$ cat src/rtl/etapa_idex_riesgos_pkg.sv
// Shared definitions for the ID/EX register with load-use hazard detection:
// default widths and the control word loaded when EX receives a bubble.
package etapa_idex_riesgos_pkg;

    localparam int BITS_REGS     = 5;
    localparam int BITS_DATA     = 32;
    localparam int BITS_ALUOP    = 3;
    localparam int BITS_STALLCNT = 16;

    // Single-bit EX control signals; alu_op is kept apart because its width is a parameter.
    typedef struct packed {
        logic reg_write;
        logic mem_read;
        logic mem_write;
        logic mem_to_reg;
        logic reg_dst;
        logic alu_src;
    } ctrl_t;

    localparam ctrl_t CTRL_BUBBLE = '0;

endpackage

$ cat src/rtl/etapa_idex_riesgos_if.sv
// Bundle between decode, the ID/EX register and execute: ID-side fields in,
// EX-side fields and pipeline-control enables out.
interface etapa_idex_riesgos_if #(
    parameter int BITS_REGS     = etapa_idex_riesgos_pkg::BITS_REGS,
    parameter int BITS_DATA     = etapa_idex_riesgos_pkg::BITS_DATA,
    parameter int BITS_ALUOP    = etapa_idex_riesgos_pkg::BITS_ALUOP,
    parameter int BITS_STALLCNT = etapa_idex_riesgos_pkg::BITS_STALLCNT
);
    logic                     i_step;
    logic                     i_flush;
    logic [BITS_REGS-1:0]     i_ID_rs;
    logic [BITS_REGS-1:0]     i_ID_rt;
    logic [BITS_REGS-1:0]     i_ID_rd;
    logic                     i_ID_uses_rt;
    logic [BITS_DATA-1:0]     i_ID_data_a;
    logic [BITS_DATA-1:0]     i_ID_data_b;
    logic [BITS_DATA-1:0]     i_ID_imm;
    logic                     i_ID_reg_write;
    logic                     i_ID_mem_read;
    logic                     i_ID_mem_write;
    logic                     i_ID_mem_to_reg;
    logic                     i_ID_reg_dst;
    logic                     i_ID_alu_src;
    logic [BITS_ALUOP-1:0]    i_ID_alu_op;

    logic                     o_pc_write;
    logic                     o_IFID_write;
    logic                     o_stall;
    logic                     o_EX_valid;
    logic [BITS_REGS-1:0]     o_EX_rs;
    logic [BITS_REGS-1:0]     o_EX_rt;
    logic [BITS_REGS-1:0]     o_EX_rd;
    logic [BITS_DATA-1:0]     o_EX_data_a;
    logic [BITS_DATA-1:0]     o_EX_data_b;
    logic [BITS_DATA-1:0]     o_EX_imm;
    logic                     o_EX_reg_write;
    logic                     o_EX_mem_read;
    logic                     o_EX_mem_write;
    logic                     o_EX_mem_to_reg;
    logic                     o_EX_reg_dst;
    logic                     o_EX_alu_src;
    logic [BITS_ALUOP-1:0]    o_EX_alu_op;
    logic [BITS_STALLCNT-1:0] o_stall_count;

    modport master (
        output i_step, i_flush,
        output i_ID_rs, i_ID_rt, i_ID_rd, i_ID_uses_rt,
        output i_ID_data_a, i_ID_data_b, i_ID_imm,
        output i_ID_reg_write, i_ID_mem_read, i_ID_mem_write,
        output i_ID_mem_to_reg, i_ID_reg_dst, i_ID_alu_src, i_ID_alu_op,
        input  o_pc_write, o_IFID_write, o_stall, o_EX_valid,
        input  o_EX_rs, o_EX_rt, o_EX_rd,
        input  o_EX_data_a, o_EX_data_b, o_EX_imm,
        input  o_EX_reg_write, o_EX_mem_read, o_EX_mem_write,
        input  o_EX_mem_to_reg, o_EX_reg_dst, o_EX_alu_src, o_EX_alu_op,
        input  o_stall_count
    );

    modport slave (
        input  i_step, i_flush,
        input  i_ID_rs, i_ID_rt, i_ID_rd, i_ID_uses_rt,
        input  i_ID_data_a, i_ID_data_b, i_ID_imm,
        input  i_ID_reg_write, i_ID_mem_read, i_ID_mem_write,
        input  i_ID_mem_to_reg, i_ID_reg_dst, i_ID_alu_src, i_ID_alu_op,
        output o_pc_write, o_IFID_write, o_stall, o_EX_valid,
        output o_EX_rs, o_EX_rt, o_EX_rd,
        output o_EX_data_a, o_EX_data_b, o_EX_imm,
        output o_EX_reg_write, o_EX_mem_read, o_EX_mem_write,
        output o_EX_mem_to_reg, o_EX_reg_dst, o_EX_alu_src, o_EX_alu_op,
        output o_stall_count
    );

endinterface

$ cat src/rtl/etapa_idex_riesgos_detector_riesgo_carga.sv
// Load-use hazard term: the instruction in EX is a load whose destination
// (rt, never $zero) is a source of the instruction currently in ID.
module detector_riesgo_carga #(
    parameter int BITS_REGS = etapa_idex_riesgos_pkg::BITS_REGS
) (
    input  logic                 ex_valid,
    input  logic                 ex_mem_read,
    input  logic [BITS_REGS-1:0] ex_rt,
    input  logic [BITS_REGS-1:0] id_rs,
    input  logic [BITS_REGS-1:0] id_rt,
    input  logic                 id_uses_rt,
    output logic                 hazard
);

    logic reads_rs;
    logic reads_rt;

    assign reads_rs = (ex_rt == id_rs);
    assign reads_rt = id_uses_rt & (ex_rt == id_rt);
    assign hazard   = ex_valid & ex_mem_read & (ex_rt != '0) & (reads_rs | reads_rt);

endmodule

$ cat src/rtl/etapa_idex_riesgos.sv
// ID/EX pipeline register: latches decoded operands/control, inserts a bubble
// on flush or load-use hazard, and counts stall cycles (saturating).
module etapa_idex_riesgos #(
    parameter int BITS_REGS     = etapa_idex_riesgos_pkg::BITS_REGS,
    parameter int BITS_DATA     = etapa_idex_riesgos_pkg::BITS_DATA,
    parameter int BITS_ALUOP    = etapa_idex_riesgos_pkg::BITS_ALUOP,
    parameter int BITS_STALLCNT = etapa_idex_riesgos_pkg::BITS_STALLCNT
) (
    input  logic                  i_clk,
    input  logic                  i_reset,
    etapa_idex_riesgos_if.slave   bus
);
    import etapa_idex_riesgos_pkg::*;

    logic                     ex_valid;
    logic [BITS_REGS-1:0]     ex_rs;
    logic [BITS_REGS-1:0]     ex_rt;
    logic [BITS_REGS-1:0]     ex_rd;
    logic [BITS_DATA-1:0]     ex_data_a;
    logic [BITS_DATA-1:0]     ex_data_b;
    logic [BITS_DATA-1:0]     ex_imm;
    ctrl_t                    ex_ctrl;
    logic [BITS_ALUOP-1:0]    ex_alu_op;
    logic [BITS_STALLCNT-1:0] stall_count;

    ctrl_t id_ctrl;
    logic  hazard;
    logic  stall;
    logic  bubble;

    assign id_ctrl = '{
        reg_write:  bus.i_ID_reg_write,
        mem_read:   bus.i_ID_mem_read,
        mem_write:  bus.i_ID_mem_write,
        mem_to_reg: bus.i_ID_mem_to_reg,
        reg_dst:    bus.i_ID_reg_dst,
        alu_src:    bus.i_ID_alu_src
    };

    detector_riesgo_carga #(
        .BITS_REGS (BITS_REGS)
    ) u_detector (
        .ex_valid    (ex_valid),
        .ex_mem_read (ex_ctrl.mem_read),
        .ex_rt       (ex_rt),
        .id_rs       (bus.i_ID_rs),
        .id_rt       (bus.i_ID_rt),
        .id_uses_rt  (bus.i_ID_uses_rt),
        .hazard      (hazard)
    );

    // A flush overrides the hazard: the stalled instruction is being squashed anyway.
    assign stall  = bus.i_step & hazard & ~bus.i_flush;
    assign bubble = bus.i_flush | hazard;

    assign bus.o_stall      = stall;
    assign bus.o_pc_write   = bus.i_step & ~stall;
    assign bus.o_IFID_write = bus.i_step & ~stall;

    // NOTE: sequential state uses non-blocking assignments so every register
    // samples pre-edge values, independent of process ordering.
    always_ff @(posedge i_clk or negedge i_reset) begin
        if (!i_reset) begin
            ex_valid  <= 1'b0;
            ex_rs     <= '0;
            ex_rt     <= '0;
            ex_rd     <= '0;
            ex_data_a <= '0;
            ex_data_b <= '0;
            ex_imm    <= '0;
            ex_ctrl   <= CTRL_BUBBLE;
            ex_alu_op <= '0;
        end else if (bus.i_step) begin
            ex_valid  <= ~bubble;
            ex_rs     <= bubble ? '0 : bus.i_ID_rs;
            ex_rt     <= bubble ? '0 : bus.i_ID_rt;
            ex_rd     <= bubble ? '0 : bus.i_ID_rd;
            ex_data_a <= bubble ? '0 : bus.i_ID_data_a;
            ex_data_b <= bubble ? '0 : bus.i_ID_data_b;
            ex_imm    <= bubble ? '0 : bus.i_ID_imm;
            ex_ctrl   <= bubble ? CTRL_BUBBLE : id_ctrl;
            ex_alu_op <= bubble ? '0 : bus.i_ID_alu_op;
        end
    end

    always_ff @(posedge i_clk or negedge i_reset) begin
        if (!i_reset) begin
            stall_count <= '0;
        end else if (stall && (stall_count != '1)) begin
            stall_count <= stall_count + BITS_STALLCNT'(1);
        end
    end

    assign bus.o_EX_valid      = ex_valid;
    assign bus.o_EX_rs         = ex_rs;
    assign bus.o_EX_rt         = ex_rt;
    assign bus.o_EX_rd         = ex_rd;
    assign bus.o_EX_data_a     = ex_data_a;
    assign bus.o_EX_data_b     = ex_data_b;
    assign bus.o_EX_imm        = ex_imm;
    assign bus.o_EX_reg_write  = ex_ctrl.reg_write;
    assign bus.o_EX_mem_read   = ex_ctrl.mem_read;
    assign bus.o_EX_mem_write  = ex_ctrl.mem_write;
    assign bus.o_EX_mem_to_reg = ex_ctrl.mem_to_reg;
    assign bus.o_EX_reg_dst    = ex_ctrl.reg_dst;
    assign bus.o_EX_alu_src    = ex_ctrl.alu_src;
    assign bus.o_EX_alu_op     = ex_alu_op;
    assign bus.o_stall_count   = stall_count;

endmodule

$ cat src/flat_wrapper.sv
// flat-port wrapper written by rule: the top's interface ports become plain ports
module etapa_idex_riesgos_flat import etapa_idex_riesgos_pkg::*;
#(
    parameter int BITS_REGS     = etapa_idex_riesgos_pkg::BITS_REGS,
    parameter int BITS_DATA     = etapa_idex_riesgos_pkg::BITS_DATA,
    parameter int BITS_ALUOP    = etapa_idex_riesgos_pkg::BITS_ALUOP,
    parameter int BITS_STALLCNT = etapa_idex_riesgos_pkg::BITS_STALLCNT
)
  (i_clk, i_reset, bus_i_step, bus_i_flush, bus_i_ID_rs, bus_i_ID_rt, bus_i_ID_rd, bus_i_ID_uses_rt, bus_i_ID_data_a, bus_i_ID_data_b, bus_i_ID_imm, bus_i_ID_reg_write, bus_i_ID_mem_read, bus_i_ID_mem_write, bus_i_ID_mem_to_reg, bus_i_ID_reg_dst, bus_i_ID_alu_src, bus_i_ID_alu_op, bus_o_pc_write, bus_o_IFID_write, bus_o_stall, bus_o_EX_valid, bus_o_EX_rs, bus_o_EX_rt, bus_o_EX_rd, bus_o_EX_data_a, bus_o_EX_data_b, bus_o_EX_imm, bus_o_EX_reg_write, bus_o_EX_mem_read, bus_o_EX_mem_write, bus_o_EX_mem_to_reg, bus_o_EX_reg_dst, bus_o_EX_alu_src, bus_o_EX_alu_op, bus_o_stall_count);
  etapa_idex_riesgos_if #(.BITS_REGS(BITS_REGS), .BITS_DATA(BITS_DATA), .BITS_ALUOP(BITS_ALUOP), .BITS_STALLCNT(BITS_STALLCNT)) bus_i ();
  input  logic i_clk;
  input  logic i_reset;
  input wire logic [$bits(bus_i.i_step)-1:0] bus_i_step;
  input wire logic [$bits(bus_i.i_flush)-1:0] bus_i_flush;
  input wire logic [$bits(bus_i.i_ID_rs)-1:0] bus_i_ID_rs;
  input wire logic [$bits(bus_i.i_ID_rt)-1:0] bus_i_ID_rt;
  input wire logic [$bits(bus_i.i_ID_rd)-1:0] bus_i_ID_rd;
  input wire logic [$bits(bus_i.i_ID_uses_rt)-1:0] bus_i_ID_uses_rt;
  input wire logic [$bits(bus_i.i_ID_data_a)-1:0] bus_i_ID_data_a;
  input wire logic [$bits(bus_i.i_ID_data_b)-1:0] bus_i_ID_data_b;
  input wire logic [$bits(bus_i.i_ID_imm)-1:0] bus_i_ID_imm;
  input wire logic [$bits(bus_i.i_ID_reg_write)-1:0] bus_i_ID_reg_write;
  input wire logic [$bits(bus_i.i_ID_mem_read)-1:0] bus_i_ID_mem_read;
  input wire logic [$bits(bus_i.i_ID_mem_write)-1:0] bus_i_ID_mem_write;
  input wire logic [$bits(bus_i.i_ID_mem_to_reg)-1:0] bus_i_ID_mem_to_reg;
  input wire logic [$bits(bus_i.i_ID_reg_dst)-1:0] bus_i_ID_reg_dst;
  input wire logic [$bits(bus_i.i_ID_alu_src)-1:0] bus_i_ID_alu_src;
  input wire logic [$bits(bus_i.i_ID_alu_op)-1:0] bus_i_ID_alu_op;
  output wire logic [$bits(bus_i.o_pc_write)-1:0] bus_o_pc_write;
  output wire logic [$bits(bus_i.o_IFID_write)-1:0] bus_o_IFID_write;
  output wire logic [$bits(bus_i.o_stall)-1:0] bus_o_stall;
  output wire logic [$bits(bus_i.o_EX_valid)-1:0] bus_o_EX_valid;
  output wire logic [$bits(bus_i.o_EX_rs)-1:0] bus_o_EX_rs;
  output wire logic [$bits(bus_i.o_EX_rt)-1:0] bus_o_EX_rt;
  output wire logic [$bits(bus_i.o_EX_rd)-1:0] bus_o_EX_rd;
  output wire logic [$bits(bus_i.o_EX_data_a)-1:0] bus_o_EX_data_a;
  output wire logic [$bits(bus_i.o_EX_data_b)-1:0] bus_o_EX_data_b;
  output wire logic [$bits(bus_i.o_EX_imm)-1:0] bus_o_EX_imm;
  output wire logic [$bits(bus_i.o_EX_reg_write)-1:0] bus_o_EX_reg_write;
  output wire logic [$bits(bus_i.o_EX_mem_read)-1:0] bus_o_EX_mem_read;
  output wire logic [$bits(bus_i.o_EX_mem_write)-1:0] bus_o_EX_mem_write;
  output wire logic [$bits(bus_i.o_EX_mem_to_reg)-1:0] bus_o_EX_mem_to_reg;
  output wire logic [$bits(bus_i.o_EX_reg_dst)-1:0] bus_o_EX_reg_dst;
  output wire logic [$bits(bus_i.o_EX_alu_src)-1:0] bus_o_EX_alu_src;
  output wire logic [$bits(bus_i.o_EX_alu_op)-1:0] bus_o_EX_alu_op;
  output wire logic [$bits(bus_i.o_stall_count)-1:0] bus_o_stall_count;
  assign bus_i.i_step = bus_i_step;
  assign bus_i.i_flush = bus_i_flush;
  assign bus_i.i_ID_rs = bus_i_ID_rs;
  assign bus_i.i_ID_rt = bus_i_ID_rt;
  assign bus_i.i_ID_rd = bus_i_ID_rd;
  assign bus_i.i_ID_uses_rt = bus_i_ID_uses_rt;
  assign bus_i.i_ID_data_a = bus_i_ID_data_a;
  assign bus_i.i_ID_data_b = bus_i_ID_data_b;
  assign bus_i.i_ID_imm = bus_i_ID_imm;
  assign bus_i.i_ID_reg_write = bus_i_ID_reg_write;
  assign bus_i.i_ID_mem_read = bus_i_ID_mem_read;
  assign bus_i.i_ID_mem_write = bus_i_ID_mem_write;
  assign bus_i.i_ID_mem_to_reg = bus_i_ID_mem_to_reg;
  assign bus_i.i_ID_reg_dst = bus_i_ID_reg_dst;
  assign bus_i.i_ID_alu_src = bus_i_ID_alu_src;
  assign bus_i.i_ID_alu_op = bus_i_ID_alu_op;
  assign bus_o_pc_write = bus_i.o_pc_write;
  assign bus_o_IFID_write = bus_i.o_IFID_write;
  assign bus_o_stall = bus_i.o_stall;
  assign bus_o_EX_valid = bus_i.o_EX_valid;
  assign bus_o_EX_rs = bus_i.o_EX_rs;
  assign bus_o_EX_rt = bus_i.o_EX_rt;
  assign bus_o_EX_rd = bus_i.o_EX_rd;
  assign bus_o_EX_data_a = bus_i.o_EX_data_a;
  assign bus_o_EX_data_b = bus_i.o_EX_data_b;
  assign bus_o_EX_imm = bus_i.o_EX_imm;
  assign bus_o_EX_reg_write = bus_i.o_EX_reg_write;
  assign bus_o_EX_mem_read = bus_i.o_EX_mem_read;
  assign bus_o_EX_mem_write = bus_i.o_EX_mem_write;
  assign bus_o_EX_mem_to_reg = bus_i.o_EX_mem_to_reg;
  assign bus_o_EX_reg_dst = bus_i.o_EX_reg_dst;
  assign bus_o_EX_alu_src = bus_i.o_EX_alu_src;
  assign bus_o_EX_alu_op = bus_i.o_EX_alu_op;
  assign bus_o_stall_count = bus_i.o_stall_count;
  etapa_idex_riesgos #(.BITS_REGS(BITS_REGS), .BITS_DATA(BITS_DATA), .BITS_ALUOP(BITS_ALUOP), .BITS_STALLCNT(BITS_STALLCNT)) u_core (.i_clk(i_clk), .i_reset(i_reset), .bus(bus_i));
endmodule
$ cat config.mk
export PLATFORM = sky130hd
export DESIGN_NAME = etapa_idex_riesgos_flat
export DESIGN_NICKNAME = d
export VERILOG_FILES = /design/src/rtl/etapa_idex_riesgos_pkg.sv /design/src/rtl/etapa_idex_riesgos_if.sv /design/src/rtl/etapa_idex_riesgos_detector_riesgo_carga.sv /design/src/rtl/etapa_idex_riesgos.sv /design/src/flat_wrapper.sv
export SDC_FILE = /design/constraint.sdc
export NUM_CORES = 1
export LEC_CHECK = 0
export CORE_UTILIZATION = 30
export DETAILED_ROUTE_END_ITERATION = 10
export PLACE_DENSITY_LB_ADDON = 0.1
export RECOVER_POWER = 100
export REMOVE_ABC_BUFFERS = 1
export SETUP_SLACK_MARGIN = 0.1
export SLEW_MARGIN = 20
export SYNTH_ARGS = -nofsm -noshare
export SYNTH_HDL_FRONTEND = slang
export SYNTH_SLANG_ARGS = --single-unit
$ cat constraint.sdc
create_clock -name i_clk -period 4 [get_ports i_clk]
set_clock_uncertainty 0.05 [all_clocks]
set_input_delay 0.4 -clock i_clk [delete_from_list [all_inputs] [get_ports i_clk]]
set_output_delay 0.4 -clock i_clk [all_outputs]
set_load 0.01 [all_outputs]
==> out/results.tsv, run 1 <==
metric	value	unit
global-route wire length before repair	24.3	mm
final hold slack	0.449	ns
Required @ worst endpoint	3.55	ns
met2 usage	0.273	
Final HPWL DP	11.0	mm
Avg Cell Area, Syn	14.2	µm²
cells on worst reg2reg path	6	
placed cell count	831	
row count	47	
post-CTS sizing	0	
Yosys top cell area share	0.655	
CTS Buf Count	17	
sequential-to-total area share from yosys stat	0.655	
Area contributors post-synth	dfrtp_1 66%, a22o_1 20%, xnor2_1 3.9%, buf_6 1.9%, nand4_1 1.2%	
I/O pin total	265	
synthesized netlist cell count	369	
GR Util met1	0.231	
CTS clk-pin slew, worst paths	0.06	ns
vias in the first global route	4301	
largest net degree at the start of global routing	98	
Rel. slew slack	-0.621	
clock root cell	clkbuf_16	
Worst setup EP type	output pin	
CTS Hold Bufs	0	
Final period util	0.817	
Crit. path cell count	5	
sequential share of power	0.409	
gp weighted congestion	0.821	
gr busiest metal	met2	
CP Max Fanout	6	
Antenna Nets Post-Route	0	
remaining global-route overflow	0	
RSZ-0062 raised after global routing	false	
crit-path leading delay family	buffers and inverters	
Slew Limit Fails	98	
combinational power share	0.144	
Period minus WS final	3.27	ns
fill count	1502	
Non-Filler Instances	864	
Max Cap Violations	1	
synth warn	0	
WHS Path Cells	1	
vias per cell	4.90	
Sw Share	0.237	
Slew @ Worst Pin	2.43	ns
core area	16800	µm²
Clock Path Buffers	2	
failing checks	capacitance limit, slew limit	
slowest stage delay, CP	0.64	ns
crit path launch type	register	
Final Hold Fails	0	
FMAX	306	MHz
most common cell after layout, fill and taps aside	dlygate4sd3_1	
clk sink count	137	
Die Y	134	µm
worst vdd ir	0.000283	V
met3 Track Usage GR	0.0503	
initial antenna violation count	1	
Hold Crit Class	register to register	
kind of critical path	register to output pin	
cells along the critical path	or4_1, o211ai_1, inv_1, a31oi_1, dlygate4sd3_1	
worst path bufs/invs	2	
Die Wd	134	µm
final setup vio count	0	
Area growth syn-to-layout	64.9	%
net load switching power	889	µW
worst skew pair latency	0.41	ns
most frequent cells in the layout	140 x dlygate4sd3_1, 137 x dfrtp_1, 123 x clkdlybuf4s50_1	
leak pwr	0.00407	µW
Yosys reg bits	137	
GRT Util Overall	0.176	
Initial DRT Pass Iterations	4	
wire per inst	18.4	µm
I/O Buffers	264	
# Post-CTS Setup Buffers	0	
Slowest-stage cell, CP	dlygate4sd3_1	
PwrDens	435	nW/µm²
Clk pwr share	0.447	
share of cells above drive strength 1	0.0591	
Internal	2860	µW
# nets final	756	
initial DRC count	163	
Synth cell types	31	
critical path arrival	2.82	ns
H-tree depth	4	
drt drc	0	
synthesized area	5230	µm²
Die ar.	18000	µm²
status	finished with violations	
Vias	4235	
initial core utilization	0.311	
largest area contributor in the netlist	dfrtp_1	
CTS tree	done	
total wire length	15.9	mm
==> path summary, 6_finish.rpt <==
check                                                          from                                endpoint  slack, ns
worst min register to register  u_core.bus.o_EX_reg_dst$_DFFE_PN0P_     u_core.bus.o_EX_reg_dst$_DFFE_PN0P_       0.45
max in group asynchronous                                   i_reset     u_core.bus.o_EX_imm[26]$_DFFE_PN0P_       1.12
worst max-delay path              u_core.bus.o_EX_rt[1]$_DFFE_PN0P_                          bus_o_pc_write       0.73
worst max register to register    u_core.bus.o_EX_rt[1]$_DFFE_PN0P_      u_core.bus.o_EX_imm[0]$_DFFE_PN0P_       0.92
min in group asynchronous                                   i_reset  u_core.bus.o_EX_data_a[14]$_DFFE_PN0P_       0.68
worst min-delay path            u_core.bus.o_EX_reg_dst$_DFFE_PN0P_     u_core.bus.o_EX_reg_dst$_DFFE_PN0P_       0.45
==> final cells by class <==
type	instances	area, µm²	area share
clock buffers	19	443	0.0513
flip-flops and latches	137	3430	0.397
diodes	1	2.50	0.000290
well taps	220	275	0.0319
repair buffers	270	2670	0.310
inverters	3	13.8	0.00160
multi-input cells	201	1600	0.185
clock inverters	13	191	0.0222
==> through the flow <==
step,worst slack (ns),power (µW),setup TNS (ns),util,cell area (µm²)
floorplan,-0.194,1750,-23.27,-,5050
global placement,1.16,2140,0,0.477,8020
detailed placement,1.18,2150,0,0.477,8020
CTS,0.881,3840,0,0.515,8660
global route,0.450,3910,0,0.513,8630
finish,0.730,3750,0,0.513,8630
==> cells in the mapped netlist (all sizes together) <==
master	number
nand4	10
ha	1
and2	1
and4b	1
inv	2
a21oi	2
and3	6
dfrtp	137
buf	14
xor2	1
clkinv	1
and4	3
xnor2	23
nand3	10
clkbuf	14
mux2	1
nand2	7
a21o	1
a31oi	1
nor3	4
a22o	120
nor4	2
nor2	3
or4	1
o211ai	1
o22ai	1
nor2b	1
==> worst reg2reg max path, cell delays in order, from the launching register on <==
cell	delay, ns
dfrtp_1	0.43
or4_1	0.55
o211ai_1	0.41
inv_1	0.15
a21oi_1	0.26
clkbuf_2	0.87
a22o_1	0.29
==> power groups by stage <==
stage	Clock, µW	Combinational, µW	Sequential, µW
final	1680	539	1530
after CTS	1720	586	1540
after floorplan	0	140	1610
after global placement	0	580	1560
after global routing	1790	576	1550
after detailed placement	0	583	1560
==> metal layers <==
layer,vias up,share of wire
met4,0,0.024
li1,1943,-
met5,-,0
met1,2092,0.45
met2,175,0.46
met3,25,0.072
==> kinds of logic after synthesis <==
group	Yosys count	share of synthesized area
flops	137	0.655
compound gates	126	0.210
simple gates	49	0.0529
buf+inv	31	0.0373
xor+xnor	24	0.0402
mux	1	0.00215
fa+ha+maj	1	0.00239
(Power assumes the default switching activity.)
==> run 2: changes to the inputs <==
clock period = 2.95 ns   (was 4 ns; I/O delays follow)
==> out/results.tsv, run 2 (synthesis results as in run 1) <==
metric	value	unit
Hold Crit Class	input port to register	
final worst slack	0.221	ns
final core utilization	0.516	
Internal	3880	µW
routed length on met3	1.17	mm
row count	47	
gp weighted congestion	0.826	
most frequent cells in the layout	138 x dlygate4sd3_1, 137 x dfrtp_1, 124 x clkdlybuf4s50_1	
I/O Buffers	264	
r2r endpoint	u_core.bus.o_EX_imm[16]$_DFFE_PN0P_	
crit path launch	u_core.bus.o_EX_rt[1]$_DFFE_PN0P_	
# nets final	760	
placed cell count	834	
Period minus WS final	2.73	ns
Max Cap Violations	1	
Slew @ Worst Pin	1.74	ns
Die ar.	18000	µm²
Required @ worst endpoint	2.61	ns
vias per cell	4.89	
Clock Path Buffers	2	
initial DRC count	217	
Top Layer Used	met4	
H-tree depth	4	
most common cell after layout, fill and taps aside	dlygate4sd3_1	
remaining global-route overflow	0	
final setup vio count	0	
cells on worst reg2reg path	6	
Initial DRT Pass Iterations	5	
clk sink count	137	
worst reg2reg setup slack	0.25	ns
wire length on met2	7.43	mm
worst skew pair latency	0.41	ns
M1 WL	7.19	mm
# Post-CTS Setup Buffers	0	
Clk pwr share	0.445	
Rel. slew slack	-0.163	
Vias	4233	
Worst Hold Launch	bus_i_ID_imm[21]	
fill count	1477	
drt drc	0	
FMAX	366	MHz
crit path launch type	register	
CTS clk-pin slew, worst paths	0.06	ns
R2R Path Start	u_core.bus.o_EX_rt[1]$_DFFE_PN0P_	
largest net degree at the start of global routing	71	
global-route wire length before repair	25.1	mm
CTS tree	done	
Non-Filler Instances	866	
core area	16800	µm²
diodes inserted	0	
share of cells above drive strength 1	0.0666	
wire per inst	18.7	µm
CTS Buf Count	17	
leak pwr	0.00409	µW
failing checks	capacitance limit, slew limit	
Setup WS pre-CTS	0.361	ns
cells along the critical path	or4_1, o211ai_2, inv_1, and3_1, clkdlybuf4s50_1	
WHS Path Cells	2	
Antenna Nets Post-Route	0	
worst vdd ir	0.000382	V
initial core utilization	0.311	
Slew Limit Fails	71	
Total Power	5080	µW
initial antenna violation count	0	
critical path arrival	2.38	ns
Final Hold Fails	0	
status	finished with violations	
net load switching power	1200	µW
Die Y	134	µm
Final period util	0.925	
Hold Path End	u_core.bus.o_EX_imm[21]$_DFFE_PN0P_	
I/O pin total	265	
Die Wd	134	µm
GRT Util Overall	0.183	
CP Max Fanout	5	
Slowest-stage cell, CP	or4_1	
RSZ-0062 raised after global routing	false	
Area growth syn-to-layout	66.0	%
Sw Share	0.236	
slowest stage delay, CP	0.56	ns
sequential share of power	0.409	
total wire length	16.2	mm
PwrDens	586	nW/µm²
clock root cell	clkbuf_16	
kind of critical path	register to output pin	
vias in the first global route	4354	
combinational power share	0.146	
Final HPWL DP	11.3	mm
Worst setup EP type	output pin	
run 2: final cells by class:
| class | instances | area [µm²] | share of cell area |
|---|---|---|---|
| clock buffer | 18 | 439 | 0.0506 |
| clock inverter | 13 | 193 | 0.0222 |
| inverter | 3 | 13.8 | 0.00159 |
| multi-input combinational | 201 | 1620 | 0.186 |
| sequential | 137 | 3430 | 0.395 |
| tap | 220 | 275 | 0.0317 |
| timing repair buffer | 274 | 2720 | 0.313 |
run 2: worst max-delay path by stage:
| stage | endpoint | cells past startpoint |
|---|---|---|
| 2_1_floorplan | u_core.bus.o_EX_alu_op[0]$_DFFE_PN0P_ | 5 |
| 3_3_place_gp | bus_o_stall | 6 |
| 6_report | bus_o_stall | 5 |
| 5_1_grt | u_core.bus.o_EX_data_a[14]$_DFFE_PN0P_ | 6 |
| 4_1_cts | bus_o_stall | 5 |
| 3_5_place_dp | bus_o_stall | 6 |
run 2: per-stage QoR:
step	setup TNS (ns)	area (µm²)	hold WS [ns]
after floorplan	-151.19	5050	-0.0506
final	0	8680	0.423
after detailed placement	0	8080	0.309
after global placement	0	8080	0.302
after CTS	0	8720	0.404
after global routing	0	8680	0.413
run 2: what timing repair did:
action | in CTS | in global routing
hold endpoints to repair | 67 | 0
resized for setup | 2 | 0
hold buffers | 1 | 0
setup endpoints to repair | 2 | 0
run 2: critical path, delay by kind of cell, from the launching register on:
family	cells	cell delay, ns
AND/OR/NAND/NOR	2	0.75
buffers and inverters	2	0.59
flip-flops	1	0.44
AO/OA/AOI/OAI	1	0.19
run 2: power groups by stage:
stage,sequential (µW),combinational [µW],clock (µW)
after global placement,2120,798,0
after CTS,2090,808,2320
after detailed placement,2120,802,0
final,2080,740,2260
after global routing,2100,792,2410
after floorplan,2180,189,0
run 2: per-layer routing:
metal,GRT usage,vias up
met5,0,-
met2,0.285,199
met3,0.0540,27
met4,0.0712,0
li1,-,1948
met1,0.240,2059
==> run 3: changes to the inputs <==
CAP_MARGIN = 30   (was unset)
CELL_PAD_IN_SITES_DETAIL_PLACEMENT = 1   (was unset)
CELL_PAD_IN_SITES_GLOBAL_PLACEMENT = 1   (was unset)
CORE_UTILIZATION = 28   (was 30)
==> out/results.tsv, run 3 (synthesis results as in run 1) <==
metric	value	unit
PwrDens	571	nW/µm²
TNS Setup	0	ns
global-route wire length before repair	26.9	mm
fill count	1875	
Area growth syn-to-layout	65.6	%
Die ar.	19200	µm²
wire length on met2	8.26	mm
kind of critical path	register to output pin	
routed length on met3	1.43	mm
Rel. slew slack	-0.174	
final setup vio count	0	
Vias	4271	
Top Layer Used	met4	
leak pwr	0.00406	µW
largest net degree at the start of global routing	122	
M1 WL	6.84	mm
clk sink count	137	
area of the multi-input gates	1630	µm²
Design Area, Final	8660	µm²
GRT Util Overall	0.182	
core area	18100	µm²
crit path launch type	register	
share of cells above drive strength 1	0.0668	
cells on worst reg2reg path	7	
Seq. cell area	3430	µm²
Clock Path Buffers	2	
final core utilization	0.477	
R2R Path Start	u_core.bus.o_EX_rt[0]$_DFFE_PN0P_	
Die Wd	139	µm
Final Hold Fails	0	
H-tree depth	4	
gp weighted congestion	0.767	
most frequent cells in the layout	138 x dlygate4sd3_1, 137 x dfrtp_1, 124 x clkdlybuf4s50_1	
WHS Path Cells	2	
final hold slack	0.423	ns
CTS tree	done	
worst vdd ir	0.000350	V
worst skew pair latency	0.42	ns
r2r endpoint	u_core.bus.o_EX_data_b[29]$_DFFE_PN0P_	
Period minus WS final	2.79	ns
# nets final	757	
failing checks	DRC, capacitance limit, slew limit	
Antenna Nets Post-Route	0	
Initial DRT Pass Iterations	7	
initial DRC count	218	
total wire length	16.8	mm
Final HPWL DP	11.4	mm
initial core utilization	0.288	
vias per cell	4.89	
wire per inst	19.2	µm
Cell Area, Placed	8060	µm²
CTS Buf Count	17	
vias in the first global route	4646	
status	finished with violations	
Max Cap Violations	1	
I/O Buffers	264	
I/O pin total	265	
Critical Path End	bus_o_stall	
FMAX	359	MHz
Slew @ Worst Pin	1.76	ns
drt drc	21	
Hold Crit Class	input port to register	
most common cell after layout, fill and taps aside	dlygate4sd3_1	
initial antenna violation count	1	
Slew Limit Fails	66	
row count	49	
Final period util	0.945	
worst reg2reg setup slack	0.17	ns
critical path arrival	2.44	ns
remaining global-route overflow	0	
CTS clk-pin slew, worst paths	0.06	ns
Required @ worst endpoint	2.61	ns
RSZ-0062 raised after global routing	false	
Worst setup EP type	output pin	
CP Max Fanout	5	
crit path launch	u_core.bus.o_EX_rt[1]$_DFFE_PN0P_	
Die Y	139	µm
clock root cell	clkbuf_16	
==> run 3: cell count changes in the layout (fill, tap and decap cells not counted), sizes merged <==
cell      previous run  this run
buf                  5         4
clkinv               4         5
clkinvlp             2         5
diode                0         1
clkbuf              23        21
bufinv               4         2
inv                  6         5
==> run 3: metrics by stage <==
stage / std cells / total power [µW] / setup slack (ns)
finish: 874 / 4950 / 0.163
global route: 874 / 5160 / 0.0659
global placement: 839 / 2910 / 0.380
detailed placement: 839 / 2930 / 0.342
CTS: 873 / 5090 / 0.122
floorplan: 341 / 2370 / -1.24
==> run 3: how the worst min path moves through the flow <==
stage	slack (ns)	to	start
after global placement	0.30	u_core.bus.o_EX_data_a[10]$_DFFE_PN0P_	i_reset
after detailed placement	0.30	u_core.bus.o_EX_data_a[10]$_DFFE_PN0P_	i_reset
after global routing	0.42	u_core.bus.o_EX_imm[4]$_DFFE_PN0P_	bus_i_ID_imm[4]
after CTS	0.41	u_core.bus.o_EX_data_b[4]$_DFFE_PN0P_	bus_i_ID_data_b[4]
after floorplan	-0.05	u_core.bus.o_EX_alu_op[0]$_DFFE_PN0P_	i_reset
final	0.42	u_core.bus.o_EX_data_b[4]$_DFFE_PN0P_	bus_i_ID_data_b[4]
==> run 3: layer usage <==
| metal | global-route usage | up-vias |
|---|---|---|
| li1 | - | 1944 |
| met1 | 0.228 | 2151 |
| met2 | 0.288 | 158 |
| met3 | 0.0666 | 18 |
| met4 | 0.0673 | 0 |
| met5 | 0 | - |
==> run 3: where the power goes <==
part           switching (µW)  internal (µW)
logic                     311            435
registers                75.7           2010
clock network             847           1270
==> run 3: final cells by class <==
cell class | count | area share
clock buffers | 18 | 0.0507
diodes | 1 | 0.000289
repair buffers | 271 | 0.314
well taps | 229 | 0.0331
flip-flops and latches | 137 | 0.396
clock inverters | 14 | 0.0170
inverters | 3 | 0.00144
multi-input cells | 201 | 0.188
==> run 3: critical path: stages (launching register included) <==
cell             delay, ns
dfrtp_1               0.44
or4_4                 0.58
o211ai_4              0.21
inv_1                 0.12
and3_1                0.20
clkdlybuf4s50_1       0.48
==> run 3: repair_timing <==
action | CTS | global route
hold endpoints to repair | 64 | 0
hold buffers | 1 | 0
buffers inserted | 1 | 0
pin swaps | 1 | 0
gates resized for setup | 3 | 1
setup endpoints to repair | 3 | 1
==> edit: new RTL, config.mk and constraints of run 1 <==
Set the package constant `BITS_DATA` to 28 (it was 32).
--- a/src/rtl/etapa_idex_riesgos_pkg.sv
+++ b/src/rtl/etapa_idex_riesgos_pkg.sv
@@ -5,3 +5,3 @@
     localparam int BITS_REGS     = 5;
-    localparam int BITS_DATA     = 32;
+    localparam int BITS_DATA     = 28;
     localparam int BITS_ALUOP    = 3;
Ports: changed (6 resized); port bits go from 265 to 241. The function was not compared with the original's and may differ.
==> edit against run 1 <==
- the flow still finishes with violations (max-capacitance violations, max-slew violations)
- power down 11%
- area after synthesis decreased by 8.6%
- sequential share of layout area fell by 0.25 points
- count of clock-buffer cells in the layout grew 6
- global-route usage up 0.071 points
- first-iteration DRC count fell by 11%
- cell area decreased by 8.2%
- routed wire length is 14% lower
- critical path depth grew 1
- fmax shrank 6.3%
- worst setup slack worse by 0.22 ns
- synthesized cell count decreased by 6.2%
- sequential cell count shrank 12
- critical path type unchanged
- largest power group unchanged
- highest routed layer unchanged
==> edit: results (changes against run 1) <==
[grt]
grt_first_pass_wirelength_um=21900  ; was 24300 um
grt_pass1_vias=4059  ; was 4301
grt_start_max_net_pins=110  ; was 98
globalRouteTotalUtil_pct=17.7  ; was 17.6%
antenna_found_initial=0  ; was 1

[yosys]
synth-seq-area-share_pct=65.4  ; was 65.5%
yosys-top-cells-area=dfrtp_1 (65%), a22o_1 (20%), xnor2_1 (4.4%), nand4_1 (1.4%), buf_2 (0.94%)  ; was dfrtp_1 (66%), a22o_1 (20%), xnor2_1 (3.9%), buf_6 (1.9%), nand4_1 (1.2%)
synth_common_cells=dfrtp_1 (125), a22o_1 (108), xnor2_1 (24), clkbuf_1 (12), nand4_1 (11)  ; was dfrtp_1 (137), a22o_1 (120), xnor2_1 (23), clkbuf_1 (14)

[worst_setup_path]
slowest_stage=o211ai_1  ; was dlygate4sd3_1
reg2reg_slack_ns=0.62  ; was 0.92 ns
worstPathMaxFanout=8  ; was 6
cp_data_arrival_time_ns=3.04  ; was 2.82 ns
worstReg2RegStart=u_core.bus.o_EX_rt[1]$_DFFE_PN0P_  ; unchanged
cp_slowest_stage_delay_ns=0.58  ; was 0.64 ns
r2r-end=u_core.bus.o_EX_rd[3]$_DFFE_PN0P_  ; was u_core.bus.o_EX_imm[0]$_DFFE_PN0P_

[placed_design]
portBuffers=240  ; was 264
post_dp_cell_area_mm2=0.00738  ; was 0.00802 mm^2
dpl.hpwl_um=9330  ; was 11000 um
place_congestion=0.830  ; was 0.821

[final_layout]
layout-drive-gt1-share_pct=6.34  ; was 5.91%
diodes=0  ; was 1
n_fill_cell=1342  ; was 1502
nets=700  ; was 756

[drt]
routedWlPerCell_um=16.8  ; was 18.4 um
dr_total_vias=3910  ; was 4235
drt_iter0_drc=145  ; was 163

[power_and_ir_drop]
p_leak_uw=0.00369  ; was 0.00407 uW
vdd_ir_drop_max_uv=278  ; was 283 uV

[run]
max-cap-violations=2  ; was 1

[clock_network]
clock_path_buffers=2  ; unchanged
clk_latency_ns=0.41  ; about the same

[run_status]
status=finished with violations  ; unchanged
violations=max-capacitance violations, max-slew violations  ; unchanged

[worst_hold_path]
hp-class=primary input to async pin  ; was flop to flop

[sta]
slew_violations=128  ; was 98

-- edit: cell families (layout without fill, tap and decap cells) --
| kind of cell | Yosys count | count (layout) | synth area share [%] |
|---|---|---|---|
| flip-flops | 125 | 125 | 65.4 |
| AO/OA/AOI/OAI | 115 | 115 | 21.1 |
| AND/OR/NAND/NOR | 54 | 54 | 5.99 |
| buffers and inverters | 26 | 279 | 2.67 |
| XOR/XNOR | 24 | 24 | 4.39 |
| adder cells (fa/ha/maj) | 1 | 1 | 0.262 |
| multiplexers | 1 | 1 | 0.235 |
-- edit: layer usage --
layer  vias to the layer above  GRT usage [%]  routed length, um
li1                       1790              -                  -
met1                      1930           20.5               5560
met2                       175           27.4               6340
met3                        15           9.22               1490
met4                         0           7.27                221
met5                         -              0                  0
-- edit: worst max-delay path, delay by kind of cell, from the launching register on --
| kind | cells | cell delay, ns |
|---|---|---|
| DFF | 1 | 0.44 |
| buffers and inverters | 2 | 0.79 |
| and+or+nand+nor | 2 | 0.69 |
| AOI/OAI and AO/OA | 2 | 0.72 |
-- edit: how the worst max path moves through the flow --
stage / startpoint / to / slack [ns] / cells after the start
after floorplan: u_core.bus.o_EX_rt[1]$_DFFE_PN0P_ / u_core.bus.o_EX_alu_op[0]$_DFFE_PN0P_ / 0.86 / 5
after global placement: bus_i_ID_rs[2] / bus_o_IFID_write / 1.17 / 8
after detailed placement: bus_i_ID_rs[4] / bus_o_pc_write / 1.19 / 8
after CTS: u_core.bus.o_EX_rt[1]$_DFFE_PN0P_ / bus_o_pc_write / 0.83 / 6
after global routing: u_core.bus.o_EX_rt[1]$_DFFE_PN0P_ / bus_o_pc_write / 0.38 / 6
final: u_core.bus.o_EX_rt[1]$_DFFE_PN0P_ / bus_o_pc_write / 0.51 / 6
-- edit: metrics by stage --
step | instances | setup slack, ns | util, %
2_1_floorplan | 322 | 0.862 | -
3_3_place_gp | 778 | 1.17 | 48.0
3_5_place_dp | 778 | 1.19 | 48.0
4_1_cts | 810 | 0.827 | 51.7
5_1_grt | 810 | 0.380 | 51.5
6_report | 810 | 0.509 | 51.5
-- edit: layout make-up --
class                      count  area share [%]
multi-input combinational    195            19.2
clock buffer                  25            6.38
sequential                   125            39.5
clock inverter                 7           0.758
tap                          211            3.33
timing repair buffer         245            30.7
inverter                       2           0.111
-- edit: power groups by stage --
stage / combinational, uW / sequential [uW] / clock [uW]
after floorplan: 126 / 1460 / 0
after global placement: 525 / 1420 / 0
after detailed placement: 527 / 1430 / 0
after CTS: 528 / 1410 / 1500
after global routing: 523 / 1420 / 1550
final: 485 / 1400 / 1450
